[src/rtl/enable_mux_pkg.sv]
// Shared constants and helpers for the enable N:1 registered mux.
// No logic of its own and no latency; it carries no flow control.
package enable_mux_pkg;

    localparam logic MODE_FIXED = 1'b0;
    localparam logic MODE_RR    = 1'b1;

    // Ceiling log2. The result is at least 1 so that a 1-bit select still exists.
    function automatic int clog2(input int n);
        int r;
        r = 1;
        for (int i = 1; i < 32; i++) begin
            if ((1 << i) < n) r = i + 1;
        end
        return r;
    endfunction

endpackage

[src/rtl/rr_arbiter_n.sv]
// Round-robin picker: first requester at or above ptr, wrapping at NUM_CH-1.
// Purely combinational (0 cycles); the pointer register is held by the caller.
// No backpressure of its own; the caller qualifies the grant with slot availability.
module rr_arbiter_n
    import enable_mux_pkg::*;
#(
    parameter  int NUM_CH = 4,
    localparam int SEL_W  = clog2(NUM_CH)
) (
    input  logic [NUM_CH-1:0] req,
    input  logic [SEL_W-1:0]  ptr,
    output logic [NUM_CH-1:0] gnt,
    output logic [SEL_W-1:0]  gnt_idx
);

    int   c;
    logic found;

    always_comb begin
        gnt     = '0;
        gnt_idx = '0;
        found   = 1'b0;
        c       = 0;
        for (int off = 0; off < NUM_CH; off++) begin
            c = int'(ptr) + off;
            if (c >= NUM_CH) c = c - NUM_CH;
            if (!found && req[c]) begin
                found   = 1'b1;
                gnt[c]  = 1'b1;
                gnt_idx = SEL_W'(c);
            end
        end
    end

endmodule

[src/rtl/enable_nto1_mux_reg.sv]
// Registered N:1 selector with enable, fixed-select or round-robin grant.
// Latency: an accepted beat appears on out_data/out_valid one cycle later.
// Backpressure: a beat is accepted only when the holding register is empty or draining.
module enable_nto1_mux_reg
    import enable_mux_pkg::*;
#(
    parameter  int WIDTH  = 8,
    parameter  int NUM_CH = 4,
    localparam int SEL_W  = clog2(NUM_CH)
) (
    input  logic                    clk,
    input  logic                    rst_n,
    input  logic                    en,
    input  logic                    mode,
    input  logic [SEL_W-1:0]        sel,
    input  logic [NUM_CH*WIDTH-1:0] in_data,
    input  logic [NUM_CH-1:0]       in_valid,
    output logic [NUM_CH-1:0]       in_ready,
    output logic [WIDTH-1:0]        out_data,
    output logic                    out_valid,
    input  logic                    out_ready,
    output logic [SEL_W-1:0]        out_ch
);

    logic              hold_vld;
    logic [WIDTH-1:0]  hold_dat;
    logic [SEL_W-1:0]  hold_ch;
    logic [SEL_W-1:0]  ptr;

    logic [NUM_CH-1:0] rr_gnt;
    logic [SEL_W-1:0]  rr_idx;
    logic [NUM_CH-1:0] fix_gnt;
    logic [NUM_CH-1:0] grant;
    logic [SEL_W-1:0]  grant_idx;
    logic [WIDTH-1:0]  grant_dat;
    logic              drain;
    logic              slot_free;
    logic              take;

    rr_arbiter_n #(.NUM_CH(NUM_CH)) u_arb (
        .req     (in_valid),
        .ptr     (ptr),
        .gnt     (rr_gnt),
        .gnt_idx (rr_idx)
    );

    // While disabled the consumer cannot see the beat, so it cannot drain it either.
    assign drain     = en & hold_vld & out_ready;
    assign slot_free = ~hold_vld | drain;

    always_comb begin
        fix_gnt = '0;
        for (int c = 0; c < NUM_CH; c++) begin
            fix_gnt[c] = (int'(sel) == c) & in_valid[c];
        end
    end

    always_comb begin
        grant     = '0;
        grant_idx = '0;
        if (rst_n && en && slot_free) begin
            if (mode == MODE_RR) begin
                grant     = rr_gnt;
                grant_idx = rr_idx;
            end else begin
                grant     = fix_gnt;
                grant_idx = sel;
            end
        end
    end

    always_comb begin
        grant_dat = '0;
        for (int c = 0; c < NUM_CH; c++) begin
            if (grant[c]) grant_dat = grant_dat | in_data[c*WIDTH +: WIDTH];
        end
    end

    assign take     = |grant;
    assign in_ready = grant;

    always_ff @(posedge clk or negedge rst_n) begin
        if (!rst_n) begin
            hold_vld <= 1'b0;
            hold_dat <= '0;
            hold_ch  <= '0;
        end else if (take) begin
            hold_vld <= 1'b1;
            hold_dat <= grant_dat;
            hold_ch  <= grant_idx;
        end else if (drain) begin
            hold_vld <= 1'b0;
        end
    end

    always_ff @(posedge clk or negedge rst_n) begin
        if (!rst_n) begin
            ptr <= '0;
        end else if (take && mode == MODE_RR) begin
            ptr <= (rr_idx == SEL_W'(NUM_CH - 1)) ? '0 : rr_idx + SEL_W'(1);
        end
    end

    assign out_valid = en & hold_vld;
    assign out_data  = out_valid ? hold_dat : '0;
    assign out_ch    = out_valid ? hold_ch  : '0;

endmodule

[config.mk]
export PLATFORM = sky130hd
export DESIGN_NAME = enable_nto1_mux_reg
export DESIGN_NICKNAME = d
export VERILOG_FILES = /design/src/rtl/enable_mux_pkg.sv /design/src/rtl/rr_arbiter_n.sv /design/src/rtl/enable_nto1_mux_reg.sv
export SDC_FILE = /design/constraint.sdc
export NUM_CORES = 1
export LEC_CHECK = 0
export ABC_CLOCK_PERIOD_IN_PS = 8450
export CAP_MARGIN = 20
export CORE_UTILIZATION = 48
export CTS_CLUSTER_DIAMETER = 50
export DETAILED_ROUTE_END_ITERATION = 8
export PLACE_DENSITY = 0.72
export SLEW_MARGIN = 20
export SYNTH_ARGS = -nofsm -noshare
export SYNTH_HDL_FRONTEND = slang
export SYNTH_SLANG_ARGS = --single-unit
[constraint.sdc]
create_clock -name clk -period 8.45 [get_ports clk]
set_input_delay 1.69 -clock clk [delete_from_list [all_inputs] [get_ports clk]]
set_output_delay 1.69 -clock clk [all_outputs]
set_load 0.02 [all_outputs]
# Yosys cells after proc, flatten, opt, wreduce, memory -nomap -nowiden
# Index checks and enable logic that the tools add are counted.
# totals
reg_bits	73
elab_cells	106
# op_classes
n_addsub	8
order_cmp	12
eq_ne	4
muxes	48
bitwise_logic	14
reduce_logical	16
# op_table
op	count
32-bit 2-to-1 mux	12
32-bit by 1-bit >= comparator with 1-bit output, second input constant	4
32-bit by 4-bit >= comparator with 1-bit output, second input constant	4
32-bit by 4-bit less-than comparator with 1-bit output, second input constant	4
32-bit by 4-bit subtractor with 32-bit output, second input constant	4
32-bit by 3-bit adder with 32-bit output, second input constant	2
32-bit by 2-bit == test with 1-bit output, second input constant	2
32-bit by 3-bit == test with 1-bit output, second input constant	2
8-bit 2-to-1 mux	5
32-bit by 1-bit adder with 32-bit output, second input constant	1
32-bit by 2-bit adder with 32-bit output, second input constant	1
32-bit logical NOT	1
4-bit 2-to-1 mux	6
8-bit bitwise OR	3
1-bit 2-to-1 mux	17
4-bit bitwise OR	3
1-bit logical AND	10
1-bit binary-select mux with 2-bit select	4
1-bit demux with 2-bit select	4
1-bit AND	6
4-bit OR reduction	1
1-bit logical NOT	3
2-bit nonzero test	1
1-bit NOT	1
1-bit bitwise OR	1

# Logic depth before layout (Yosys ltp)
# depth
word_depth	24
depth_mapped	22
ltp_nobuf	18

# By module
# Synthesis repeated with hierarchy kept, for this count alone.
# unflattened
cells_unflattened	1568
hier_area_um2	11740.0
# modules_own_cells
module	instances	cells_per_inst	area_per_inst_um2	seq_area_each_um2
rr_arbiter_n	1	1080	7186.9	0.0
enable_nto1_mux_reg	1	488	4553.1	1826.8

# Worst setup path before layout
# OpenSTA, ideal clock, no wires.
# synth_path
path_kind	register to output
start	reg ptr[0]
end	out in_ready[0]
arrival_time_ns	4.647
required_ns	6.760
setup_slack_ns	2.113
path_stages_with_launch	18
cell_sequence	dfrtp_1 > clkbuf_1 > inv_1 > ha_1 > nand4b_1 > or4_1 > o211ai_1 > nor4b_2 > and4_1 > nand4_1 > buf_2 > buf_2 > nand4_1 > nand2_1 > a2111oi_0 > and4b_1 > nand2_1 > a31oi_4
# synth_via
elab_chain_cells	17
# synth_rtl
element	line_no	rtl
start, declared	enable_nto1_mux_reg.sv:28	logic [SEL_W-1:0] ptr;
start signal, assigned	enable_nto1_mux_reg.sv:100	ptr <= (rr_idx == SEL_W'(NUM_CH - 1)) ? '0 : rr_idx + SEL_W'(1);
parallel branches: the longest is 14 deep, another holds 32-bit by 2-bit adder with 32-bit output	--	
4-bit 2-to-1 mux *	rr_arbiter_n.sv:27	if (!found && req[c]) begin
4-bit 2-to-1 mux *	enable_nto1_mux_reg.sv:62	if (mode == MODE_RR) begin
4-bit 2-to-1 mux *	enable_nto1_mux_reg.sv:61	if (rst_n && en && slot_free) begin
end, declared	enable_nto1_mux_reg.sv:18	output logic [NUM_CH-1:0] in_ready,
# Every way passes the cells marked *. The select of a mux whose other input is x is not followed.

# Final worst setup path
# layout_path
start	reg ptr[5]
end	out in_ready[2]
# layout_via
elab_chain_cells	17
# layout_rtl
element	line_no
parallel branches: the longest is 14 deep, another holds 32-bit by 2-bit adder with 32-bit output	--
4-bit 2-to-1 mux *	rr_arbiter_n.sv:27
4-bit 2-to-1 mux *	enable_nto1_mux_reg.sv:62
4-bit 2-to-1 mux *	enable_nto1_mux_reg.sv:61
# Marked as above.

==> out/qor.csv <==
metric;value;unit
met1_usage;0.497;
postRouteAntennaNets;0;
drive_above_1_share;0.0777;
synth.avg_cell_area;7.39;um^2
synth_area;9670;um^2
die_y;144;um
finalWirelength;40700;um
n_antenna_cell;0;
synth.top_cell.area_share;0.189;
routedWlPerCell;24.4;um
busiest_layer;met2;
seq_area_frac_synth;0.189;
grt_use_met3;0.0726;
leakage;4.82;nW
num_io_pins;118;
numCtsBuffers;9;
drt_pass1_iterations;6;
hold_path.class;flop to flop;
grt_use_met2;0.633;
required;6.76;ns
fin_worst_skew;0.00902;ns
clkTransAtPathRegs;0.07;ns
place_inst;1647;
async_reset_ff_frac;1.00;
status;completed;
netlist_instances;1308;
worstSetupStartpointType;flop;
cts_num_sinks;73;
clk-insertion-delay-late;0.35;ns
grt_usage;0.393;
fin_crit_sh;0.968;
yosysWarnings;0;
dp_slack;0.608;ns
gp_congestion;1.05;
ys_seq_elements;73;
dpl_cell_area;11100;um^2
clock_path_buffers;2;
synthToLayoutAreaGrowth;18.9;%
nets;1490;
rsz0062_at_grt;no;
layout_min_cycle_time;8.18;ns
maxSlewViolCount;0;
max-slew-margin-rel;0.219;
port_buffers;117;
worst-path-max-fanout;21;
power_density;238;nW/um^2
synth_common_cells;nand2_1 (123), xnor2_1 (89), nor2_1 (81);
worstSetupPathType;flop to output port;
grt_first_pass_wirelength;60900;um
instances_no_fill;1667;
grt_antenna_before_repair;0;
setup_violations;0;
die_w;144;um
maxCapViolations;0;
dpl.hpwl;32200;um
ys_dominant_reg_cell;dfrtp_1;
vias;11300;
tightest_slew;1.16;ns
initial_core_util;0.494;
grt_pass1_vias;10200;
grt_max_degree;72;
cts_tree;built;
dieArea;20700;um^2
synth_cell_types;84;
cts_root_buf;clkbuf_16;
drtIter0Drc;1387;
fmax;0.122;GHz
drc;0;
synth_edf_count;0;
num_rows;51;
core-area;19600;um^2
synth_nets;1401;
drt-vias-per-instance;6.80;
cts_max_level;3;
overflow;0;
fin_setup_tns;0;ns
final.setup.worst_slack;0.272;ns
hold_violations;0;
yosysMostFrequentCell;nand2_1;
peakVddDrop;0.153;mV
postLayoutCellArea;11500;um^2
synth_area_leaders;dfrtp_1 (19%), xnor2_1 (8.1%), nand2_1 (4.8%), nand4_1 (4.7%), and3_1 (3.8%);
cp.arrival;6.49;ns
endpoint_kind;output port;
yosysTopAreaCell;dfrtp_1;
layout by cell type (no fill, tap or decap), types with 12 or more instances in the layout:
cell	instances
a21oi_1	36
a22oi_1	20
a31oi_1	13
and2_1	57
and3_1	59
and4_1	22
buf_4	48
clkdlybuf4s50_1	116
dfrtp_1	72
ha_1	19
inv_1	24
nand2_1	123
nand3_1	57
nand4_1	73
nor2_1	81
nor2b_1	26
nor3_1	57
nor4_1	47
o211ai_1	12
o21ai_0	47
o31ai_1	13
or3_1	20
or4_1	34
xnor2_1	89
xor2_1	40
per-stage QoR:
step	hold WS (ns)	util	power, W
after floorplan	0.442	-	0.00169
after global placement	0.455	0.567	0.00225
after detailed placement	0.462	0.567	0.00225
after CTS	0.475	0.583	0.00266
after global routing	0.491	0.587	0.00288
final	0.469	0.587	0.00274
power by group:
group          switching [W]  leakage, nW  internal [W]
logic                0.00117         3.67      0.000735
clock network       0.000176        0.146      0.000235
registers          0.0000419         1.00      0.000374
logic make-up (layout without fill, tap and decap cells):
logic type	count (synthesis)	in the layout	synth area share
simple gates	721	721	0.426
flops	73	73	0.189
xor+xnor	129	129	0.117
fa+ha+maj	20	20	0.0259
mux	16	16	0.0177
compound gates	238	238	0.176
buf+inv	111	205	0.0485
state kept, by name, summed over array words and instances, names as in the netlist:
name,cells
ptr,32
hold_vld,1
hold_ch,32
hold_dat,8
routing by layer:
metal	wire length [um]	share of wire
met2	18200	0.45
met1	15900	0.39
met5	0	0
met4	2350	0.058
met3	4280	0.11
critical path, stage by stage, from the launching register on:
cell             delay [ns]
dfrtp_1                0.74
nand4_1                0.61
nor4_1                 0.61
xnor2_1                0.35
nand3_1                0.38
or4_1                  0.75
o31ai_2                0.60
o211ai_1               0.20
a22oi_1                0.29
nand4_1                0.22
nor4_2                 0.25
buf_4                  0.20
a21oi_1                0.12
a31oi_4                0.18
clkdlybuf4s50_1        0.64
path summary, 6_finish.rpt:
check,startpoint,end,slack (ns),depth (start not counted)
max,ptr[5],in_ready[2],0.27,14
min,hold_dat[2],hold_dat[2],0.47,2
max reg2reg,ptr[5],ptr[0],1.49,17
min reg2reg,hold_dat[2],hold_dat[2],0.47,2
max in group asynchronous,rst_n,ptr[1],6.21,2
min in group asynchronous,rst_n,hold_ch[4],1.12,1
layout make-up:
class / instances / area (um^2)
Clock buffer: 9 / 225
Clock inverter: 7 / 85.1
Fill cell: 1867 / 8100
Inverter: 25 / 93.8
Multi-Input combinational cell: 1124 / 7410
Sequential cell: 73 / 1830
Tap cell: 265 / 332
Timing Repair Buffer: 164 / 1520
repair_timing:
action	in CTS	in global routing
resized for setup	0	5
endpoints found under the setup margin	0	4
hold buffers	0	0
setup buffers	0	4
(Power assumes the default switching activity.)
